$ cat config.mk
export PLATFORM = sky130hd
export DESIGN_NAME = sdram_rw_arbiter
export DESIGN_NICKNAME = d
export VERILOG_FILES = /design/src/rtl/sdram_arb_pkg.sv /design/src/rtl/sdram_refresh_timer.sv /design/src/rtl/sdram_rw_arbiter.sv
export SDC_FILE = /design/constraint.sdc
export NUM_CORES = 1
export LEC_CHECK = 0
export CAP_MARGIN = 20
export CORE_UTILIZATION = 54
export CTS_CLUSTER_DIAMETER = 100
export DETAILED_ROUTE_END_ITERATION = 10
export PLACE_DENSITY = 0.8
export SYNTH_ARGS = -nofsm -noshare
export SYNTH_HDL_FRONTEND = slang
export SYNTH_HIERARCHICAL = 1
export SYNTH_SLANG_ARGS = --single-unit
$ cat constraint.sdc
create_clock -name clk_ref -period 2.8 [get_ports clk_ref]
set_clock_uncertainty 0.15 [all_clocks]
set_input_delay 0.7 -clock clk_ref [delete_from_list [all_inputs] [get_ports clk_ref]]
set_output_delay 0.7 -clock clk_ref [all_outputs]
set_load 0.01 [all_outputs]
$ cat src/rtl/sdram_arb_pkg.sv
// Shared types and constants for the SDRAM read/write/refresh arbiter.
package sdram_arb_pkg;

  localparam int unsigned ADDR_W   = 22;
  localparam int unsigned BANK_W   = 2;
  localparam int unsigned BANK_LSB = ADDR_W - BANK_W;
  localparam int unsigned WORD_W   = BANK_LSB;
  localparam int unsigned USEDW_W  = 10;

  typedef enum logic [1:0] {
    CMD_REFRESH = 2'd0,
    CMD_WRITE   = 2'd1,
    CMD_READ    = 2'd2
  } cmd_t;

  typedef enum logic [1:0] {
    S_WAIT_INIT = 2'd0,
    S_IDLE      = 2'd1,
    S_REQ       = 2'd2,
    S_BUSY      = 2'd3
  } state_t;

  typedef struct packed {
    cmd_t              kind;
    logic [ADDR_W-1:0] addr;
  } cmd_s;

  function automatic logic [ADDR_W-1:0] make_addr(input logic [BANK_W-1:0] bank,
                                                  input logic [WORD_W-1:0] word);
    return {bank, word};
  endfunction

endpackage

$ cat src/rtl/sdram_refresh_timer.sv
// Free-running refresh interval counter with pending and sticky-miss flags.
module sdram_refresh_timer #(
  parameter int unsigned REF_CYCLES = 1562
) (
  input  logic clk_ref,
  input  logic rst_n,
  input  logic en,
  input  logic ack,
  output logic ref_pend,
  output logic ref_miss
);

  localparam int unsigned CNT_W = $clog2(REF_CYCLES);

  logic [CNT_W-1:0] cnt;
  logic             tc_c;

  assign tc_c = (cnt == CNT_W'(REF_CYCLES - 1));

  // Pending is only tracked once the SDRAM is usable, so power-up time never counts as a miss
  always_ff @(posedge clk_ref or negedge rst_n) begin
    if (!rst_n) begin
      cnt      <= '0;
      ref_pend <= 1'b0;
      ref_miss <= 1'b0;
    end else begin
      cnt <= tc_c ? '0 : cnt + CNT_W'(1);
      if (!en)
        ref_pend <= 1'b0;
      else if (tc_c)
        ref_pend <= 1'b1;
      else if (ack)
        ref_pend <= 1'b0;
      if (tc_c && ref_pend)
        ref_miss <= 1'b1;
    end
  end

endmodule

$ cat src/rtl/sdram_rw_arbiter.sv
// Arbitrates SDRAM bursts between refresh, VGA read and camera write; tracks frame addresses.
// Define SDRAM_BANK_SWITCH_EN for double-buffered frames in banks 0/1.
module sdram_rw_arbiter
  import sdram_arb_pkg::*;
#(
  parameter int unsigned BURST_LEN   = 256,
  parameter int unsigned FRAME_WORDS = 307200,
  parameter int unsigned REF_CYCLES  = 1562,
  parameter int unsigned RD_LOW_WM   = 256
) (
  input  logic               clk_ref,
  input  logic               rst_n,
  input  logic               sdram_init_done,
  input  logic               frame_valid,
  input  logic               rd_frame_start,
  input  logic [USEDW_W-1:0] wr_fifo_usedw,
  input  logic [USEDW_W-1:0] rd_fifo_usedw,
  output logic               cmd_req,
  output logic [1:0]         cmd_type,
  output logic [ADDR_W-1:0]  cmd_addr,
  input  logic               cmd_ack,
  input  logic               cmd_done,
  output logic               ref_miss
);

  localparam int unsigned SUM_W = WORD_W + 1;
  localparam logic [SUM_W-1:0] BURST_STEP = SUM_W'(BURST_LEN);
  localparam logic [SUM_W-1:0] FRAME_END  = SUM_W'(FRAME_WORDS);

  state_t             state, state_nxt;
  cmd_s               cmd_q, cmd_nxt;
  logic               req_nxt;
  logic [2:0]         fv_sync;
  logic               fv_rise_c, wr_restart, rd_restart, apply_wr_c, apply_rd_c;
  logic [WORD_W-1:0]  wr_addr, rd_addr, wr_word_c, rd_word_c, wr_next_c, rd_next_c;
  logic [SUM_W-1:0]   wr_sum_c, rd_sum_c;
  logic [BANK_W-1:0]  wr_bank_c, rd_bank_c;
  logic               ref_pend, ref_ack_c, timer_en_c;
  logic               wr_want_c, rd_want_c, done_wr_c, done_rd_c;

  assign cmd_type = cmd_q.kind;
  assign cmd_addr = cmd_q.addr;

  sdram_refresh_timer #(.REF_CYCLES(REF_CYCLES)) u_refresh_timer (
    .clk_ref  (clk_ref),
    .rst_n    (rst_n),
    .en       (timer_en_c),
    .ack      (ref_ack_c),
    .ref_pend (ref_pend),
    .ref_miss (ref_miss)
  );

  assign timer_en_c = (state != S_WAIT_INIT);
  assign ref_ack_c  = (state == S_REQ) && cmd_ack && (cmd_q.kind == CMD_REFRESH);
  assign wr_want_c  = 32'(wr_fifo_usedw) >= BURST_LEN;
  assign rd_want_c  = 32'(rd_fifo_usedw) < RD_LOW_WM;
  assign done_wr_c  = (state == S_BUSY) && cmd_done && (cmd_q.kind == CMD_WRITE);
  assign done_rd_c  = (state == S_BUSY) && cmd_done && (cmd_q.kind == CMD_READ);

  // Frame restarts are held until idle so a burst in flight finishes at its old address
  assign fv_rise_c  = fv_sync[1] & ~fv_sync[2];
  assign apply_wr_c = (state == S_IDLE) && (wr_restart || fv_rise_c);
  assign apply_rd_c = (state == S_IDLE) && (rd_restart || rd_frame_start);
  assign wr_word_c  = apply_wr_c ? '0 : wr_addr;
  assign rd_word_c  = apply_rd_c ? '0 : rd_addr;

  assign wr_sum_c  = {1'b0, wr_addr} + BURST_STEP;
  assign rd_sum_c  = {1'b0, rd_addr} + BURST_STEP;
  assign wr_next_c = (wr_sum_c >= FRAME_END) ? '0 : wr_sum_c[WORD_W-1:0];
  assign rd_next_c = (rd_sum_c >= FRAME_END) ? '0 : rd_sum_c[WORD_W-1:0];

`ifdef SDRAM_BANK_SWITCH_EN
  logic wr_bank, rd_bank, wr_bank_eff_c;

  assign wr_bank_eff_c = apply_wr_c ? ~wr_bank : wr_bank;
  assign wr_bank_c     = {1'b0, wr_bank_eff_c};
  assign rd_bank_c     = {1'b0, apply_rd_c ? ~wr_bank_eff_c : rd_bank};

  // Reader follows the bank the writer most recently finished
  always_ff @(posedge clk_ref or negedge rst_n) begin
    if (!rst_n) begin
      wr_bank <= 1'b0;
      rd_bank <= 1'b0;
    end else begin
      if (apply_wr_c) wr_bank <= ~wr_bank;
      if (apply_rd_c) rd_bank <= ~wr_bank_eff_c;
    end
  end
`else
  assign wr_bank_c = '0;
  assign rd_bank_c = '0;
`endif

  always_ff @(posedge clk_ref or negedge rst_n) begin
    if (!rst_n) begin
      fv_sync    <= '0;
      wr_restart <= 1'b0;
      rd_restart <= 1'b0;
      wr_addr    <= '0;
      rd_addr    <= '0;
    end else begin
      fv_sync    <= {fv_sync[1:0], frame_valid};
      wr_restart <= (wr_restart || fv_rise_c) && (state != S_IDLE);
      rd_restart <= (rd_restart || rd_frame_start) && (state != S_IDLE);
      if (apply_wr_c)     wr_addr <= '0;
      else if (done_wr_c) wr_addr <= wr_next_c;
      if (apply_rd_c)     rd_addr <= '0;
      else if (done_rd_c) rd_addr <= rd_next_c;
    end
  end

  always_ff @(posedge clk_ref or negedge rst_n) begin
    if (!rst_n) begin
      state   <= S_WAIT_INIT;
      cmd_req <= 1'b0;
      cmd_q   <= '0;
    end else begin
      state   <= state_nxt;
      cmd_req <= req_nxt;
      cmd_q   <= cmd_nxt;
    end
  end

  // Fixed priority refresh > read > write, decided in one idle cycle
  always_comb begin
    state_nxt = state;
    req_nxt   = cmd_req;
    cmd_nxt   = cmd_q;
    unique case (state)
      S_WAIT_INIT: begin
        if (sdram_init_done) state_nxt = S_IDLE;
      end
      S_IDLE: begin
        if (!sdram_init_done) begin
          state_nxt = S_WAIT_INIT;
        end else if (ref_pend) begin
          state_nxt    = S_REQ;
          req_nxt      = 1'b1;
          cmd_nxt.kind = CMD_REFRESH;
          cmd_nxt.addr = '0;
        end else if (rd_want_c) begin
          state_nxt    = S_REQ;
          req_nxt      = 1'b1;
          cmd_nxt.kind = CMD_READ;
          cmd_nxt.addr = make_addr(rd_bank_c, rd_word_c);
        end else if (wr_want_c) begin
          state_nxt    = S_REQ;
          req_nxt      = 1'b1;
          cmd_nxt.kind = CMD_WRITE;
          cmd_nxt.addr = make_addr(wr_bank_c, wr_word_c);
        end
      end
      S_REQ: begin
        if (cmd_ack) begin
          state_nxt = S_BUSY;
          req_nxt   = 1'b0;
        end
      end
      S_BUSY: begin
        if (cmd_done) state_nxt = sdram_init_done ? S_IDLE : S_WAIT_INIT;
      end
      default: state_nxt = S_WAIT_INIT;
    endcase
  end

endmodule
==> summary.md <==
| Metric | Value |
|---|---|
| Number of endpoints failing setup at the final stage | `0` |
| HPWL Detailed | `~5200 µm` |
| Primary FF master, synth | `sky130_fd_sc_hd__dfrtp_1` |
| Slew HR | `roughly 32%` |
| Final hold violation count | `0` |
| Congestion Overflow GR | `0` |
| Critical Path Max Stage Delay | `between 0.4 and 0.5 ns` |
| Synthesized-area fraction occupied by ao, oa, aoi and oai cells | `21.0%` |
| Share of cell area taken by muxes after synthesis | `0%` |
| Depth of the CTS H-tree | `3` |
| WS Path Type | `reg -> reg` |
| DRC violation count after routing | `0` |
| Kind of cell adding the most delay to the critical path | `compound AO/OA/AOI/OAI gates` |
| First-pass iteration count of the detailed router | `5` |
| Category of the worst setup path capture point | `flip-flop` |
| Layout Area Growth over Synthesis | `18.1%` |
| Reg2reg end | `wr_addr[13]` |
| # rows | `28` |
| Violation count after the first detailed-route iteration | `200` |
| Detail-routed net length per standard cell | `roughly 16 µm` |
| Dominant combinational cell family by area after synthesis | `simple AND/OR/NAND/NOR gates` |
| Reg2reg path depth | `8` |
| Placeable core region | `approximately 0.006 mm²` |
| Yosys warning total | `6` |
| Cell count after synthesis | `between 300 and 400` |
| Total number of nets in the final design | `about 430` |
| Leading cell type in the layout, fill and taps excluded | `sky130_fd_sc_hd__dfrtp_1` |
| Vias in the first global route | `2507` |
| Worst min path class | `in -> async` |
| Sw frac | `around 31%` |
| Number of pins exceeding their max-slew limit in the final report | `0` |
| PD cells | `729 mW/mm²` |
| Maximum buffer depth of the clock tree | `2` |
| Critical-path top delay cell | `sky130_fd_sc_hd__or4b_1` |
| Arrival time worst endpoint | `around 2.7 ns` |
| Worst vdd ir | `~480 µV` |
| Diode count | `0` |
| EDFF count, synth | `0` |
| Clock network power share | `between 30% and 40%` |
| Width of the die | `slightly above 80 µm` |
| Share of synthesized cell area in full adder, half adder and majority cells | `3.36%` |
| Number of buffer and inverter stages on the critical path | `0` |
| Worst-case register-to-register setup slack | `around 0.20 ns` |
| Post-synthesis instance area | `between 0.003 and 0.004 mm²` |
| Number of maximum-capacitance constraint violations | `0` |
| Filler Cells Inserted | `474` |
| Simple-gate portion of the synthesized area | `between 20 and 25%` |
| Total Die Area | `roughly 0.0065 mm²` |
| Post-route minimum period | `roughly 2.6 ns` |
| Leading cell types in the layout, fill and taps excluded | `sky130_fd_sc_hd__dfrtp_1 (60), sky130_fd_sc_hd__nor2_1 (38), sky130_fd_sc_hd__clkdlybuf4s50_1 (33)` |
| Startpoint kind of the worst setup timing path | `flip-flop` |
| Register share of total power | `between 30% and 40%` |
| TritonCTS buffer count | `9` |
| Startpoint of the lowest-slack register-to-register path | `wr_addr[8]` |
| Async SR Flop Fraction | `100%` |
| Final antenna-violating net count | `0` |
| Vert. Die Dim | `approximately 81 µm` |
| Count of unique library cells instantiated by Yosys | `between 60 and 70` |
| Multi-input combinational cell area | `0.00167 mm²` |
| Effective utilization at floorplan | `around 56%` |
| CTS Sinks | `60` |
| Number of buffers added for setup after CTS | `0` |
| Minimum setup slack in the final design | `between 0.2 and 0.25 ns` |
| Final wirelength | `around 7400 µm` |
| Combinational group share of total power | `28.7%` |
| Clk_lat worst skew | `about 0.34 ns` |
| Switching power total | `0.893 mW` |
| Global-route wire length before repair | `around 12000 µm` |
| Count of hold-fix buffers inserted at cts | `0` |
| Critical path cell sequence | `ha_1 -> nand3_1 -> or4b_1 -> o21ai_1 -> a31o_1 -> a21o_1 -> nor3_1 -> a211o_1` |
| Slew at the pin closest to its max-slew limit | `~1.0 ns` |
| Crit path max fanout | `12` |
| Share of the yosys chip area belonging to registers | `44.8%` |
| Post_cts resized | `0` |
| Clock-pin slew of the registers on the worst-case setup and hold paths | `about 0.070 ns` |
| GR Util All Layers | `between 20% and 30%` |
| Unrepaired setup endpoints after global routing | `false` |
| Period utilization | `between 90% and 100%` |
| Fmax | `about 390 MHz` |
| Average cell area after synthesis | `9.17 µm²` |
| Outcome | `complete, no violations` |
| Weighted congestion at the end of routability-driven global placement | `0.978` |
| Vias | `approximately 2900` |
| Count of buffers inserted at the top-level ports | `34` |
| Worst Path Required | `2.88 ns` |
| Setup Slack @ Placement | `-0.0417 ns` |
| Area of all sequential standard cells | `about 0.0015 mm²` |
| Cell at the root of the clock tree | `sky130_fd_sc_hd__clkbuf_8` |
| Maximum number of pins on one net before global-route repair | `27` |
| Total I/O pin count | `53` |
| Internal power component | `1.99 mW` |
| Total leakage power | `1.73 nW` |
| TritonCTS clock tree | `done` |
| Average via count per standard cell | `just over 6` |
| XOR/XNOR share of the synthesized area | `roughly 2.6%` |
| Post-synthesis register bit count | `60` |
| Total Power | `2.89 mW` |
| Share of post-route cells with drive strength above 1 | `under 10%` |
| Initial antenna violation count | `0` |
[metrics by stage]
| step | cells | instance area (µm²) | TNS [ns] | utilization, % | hold WS, ns |
|---|---|---|---|---|---|
| 3_3_place_gp | 460 | 3720 | 0 | 62.5 | 0.198 |
| 2_1_floorplan | 367 | 3360 | 0 | - | 0.181 |
| 5_1_grt | 475 | 3960 | 0 | 66.5 | 0.183 |
| 3_5_place_dp | 460 | 3720 | -0.0526 | 62.5 | 0.187 |
| 6_report | 475 | 3960 | 0 | 66.5 | 0.158 |
| 4_1_cts | 475 | 3960 | 0 | 66.5 | 0.167 |
[synth_stat cells (2+ instances only)]
cell / instances / share of area [%]
sky130_fd_sc_hd__buf_2: 2 / 0.30
sky130_fd_sc_hd__or2_1: 2 / 0.37
sky130_fd_sc_hd__nor4_1: 3 / 0.56
sky130_fd_sc_hd__a211oi_1: 2 / 0.45
sky130_fd_sc_hd__inv_1: 13 / 1.5
sky130_fd_sc_hd__o211a_1: 2 / 0.60
sky130_fd_sc_hd__a22oi_1: 12 / 2.7
sky130_fd_sc_hd__o21ai_0: 10 / 1.5
sky130_fd_sc_hd__o21a_1: 3 / 0.67
sky130_fd_sc_hd__a21boi_0: 2 / 0.45
sky130_fd_sc_hd__or4_1: 2 / 0.45
sky130_fd_sc_hd__and3_1: 8 / 1.5
sky130_fd_sc_hd__o211ai_1: 3 / 0.67
sky130_fd_sc_hd__nand4_1: 9 / 1.7
sky130_fd_sc_hd__dfrtp_1: 60 / 45
sky130_fd_sc_hd__ha_1: 9 / 3.4
sky130_fd_sc_hd__and2_1: 4 / 0.75
sky130_fd_sc_hd__nor3b_1: 2 / 0.45
sky130_fd_sc_hd__a21o_1: 10 / 2.2
sky130_fd_sc_hd__nand2_1: 29 / 3.2
sky130_fd_sc_hd__nor2b_1: 7 / 1.3
sky130_fd_sc_hd__or3_1: 3 / 0.56
sky130_fd_sc_hd__a211o_1: 2 / 0.52
sky130_fd_sc_hd__o21ai_1: 14 / 2.1
sky130_fd_sc_hd__nand4b_1: 2 / 0.52
sky130_fd_sc_hd__nor2_1: 38 / 4.3
sky130_fd_sc_hd__xor2_1: 7 / 1.8
sky130_fd_sc_hd__clkbuf_1: 13 / 1.5
sky130_fd_sc_hd__nor3_1: 8 / 1.2
sky130_fd_sc_hd__xnor2_1: 3 / 0.78
sky130_fd_sc_hd__and4_1: 2 / 0.52
sky130_fd_sc_hd__o31ai_1: 4 / 0.90
sky130_fd_sc_hd__a31oi_1: 3 / 0.56
sky130_fd_sc_hd__buf_4: 9 / 2.0
sky130_fd_sc_hd__a21oi_1: 23 / 3.4
sky130_fd_sc_hd__nand3_1: 11 / 1.6
[per-layer routing]
metal  track usage [%]  part of all wire [%]  vias to the layer above
met5                 0                     0                        -
met4              8.57                   1.2                        0
met3              5.51                   5.3                       13
met2              37.2                    48                       81
met1              34.9                    46                     1402
li1                  -                     -                     1378
[worst max-delay path by stage]
stage                     slack (ns)  depth (start not counted)      endpoint           start
final                           0.20                          8   wr_addr[13]      wr_addr[8]
after floorplan                 0.45                          8   wr_addr[13]      wr_addr[8]
after global placement          0.03                          6  cmd_addr[16]  rd_frame_start
after detailed placement       -0.04                          6  cmd_addr[16]  rd_frame_start
after global routing            0.02                          8   wr_addr[10]      wr_addr[8]
after CTS                       0.26                          7   wr_addr[12]      wr_addr[8]
[cell families (layout without fill, tap and decap cells)]
kind of cell             count (synthesis)  count (layout)
buffers and inverters                   39              72
AO/OA/AOI/OAI                          106             106
AND/OR/NAND/NOR                        141             141
XOR/XNOR                                10              10
flip-flops                              60              60
adder cells (fa/ha/maj)                  9               9
other                                    1               2
[state kept, by name, summed over array words and instances (netlist names)]
register	count
cmd_addr	13
cmd_req	1
cmd_type	2
fv_sync	3
rd_addr	12
rd_restart	1
state	2
u_refresh_timer/cnt	11
u_refresh_timer/ref_miss	1
u_refresh_timer/ref_pend	1
wr_addr	12
wr_restart	1
[power groups by stage]
stage / sequential, mW / combinational [mW] / clock (mW)
5_1_grt: 1.13 / 0.910 / 1.01
3_5_place_dp: 1.12 / 0.821 / 0
3_3_place_gp: 1.12 / 0.798 / 0
4_1_cts: 1.11 / 0.828 / 0.963
6_report: 1.11 / 0.829 / 0.951
2_1_floorplan: 1.16 / 0.396 / 0
[cell type report]
cell class / instances / area share (%)
Timing Repair Buffer: 43 / 10.2
Tap cell: 75 / 2.37
Sequential cell: 60 / 37.9
Multi-Input combinational cell: 268 / 42.2
Clock inverter: 5 / 2.53
Inverter: 14 / 1.33
Clock buffer: 10 / 3.47
Note: power is estimated with default switching activity, not from simulation.
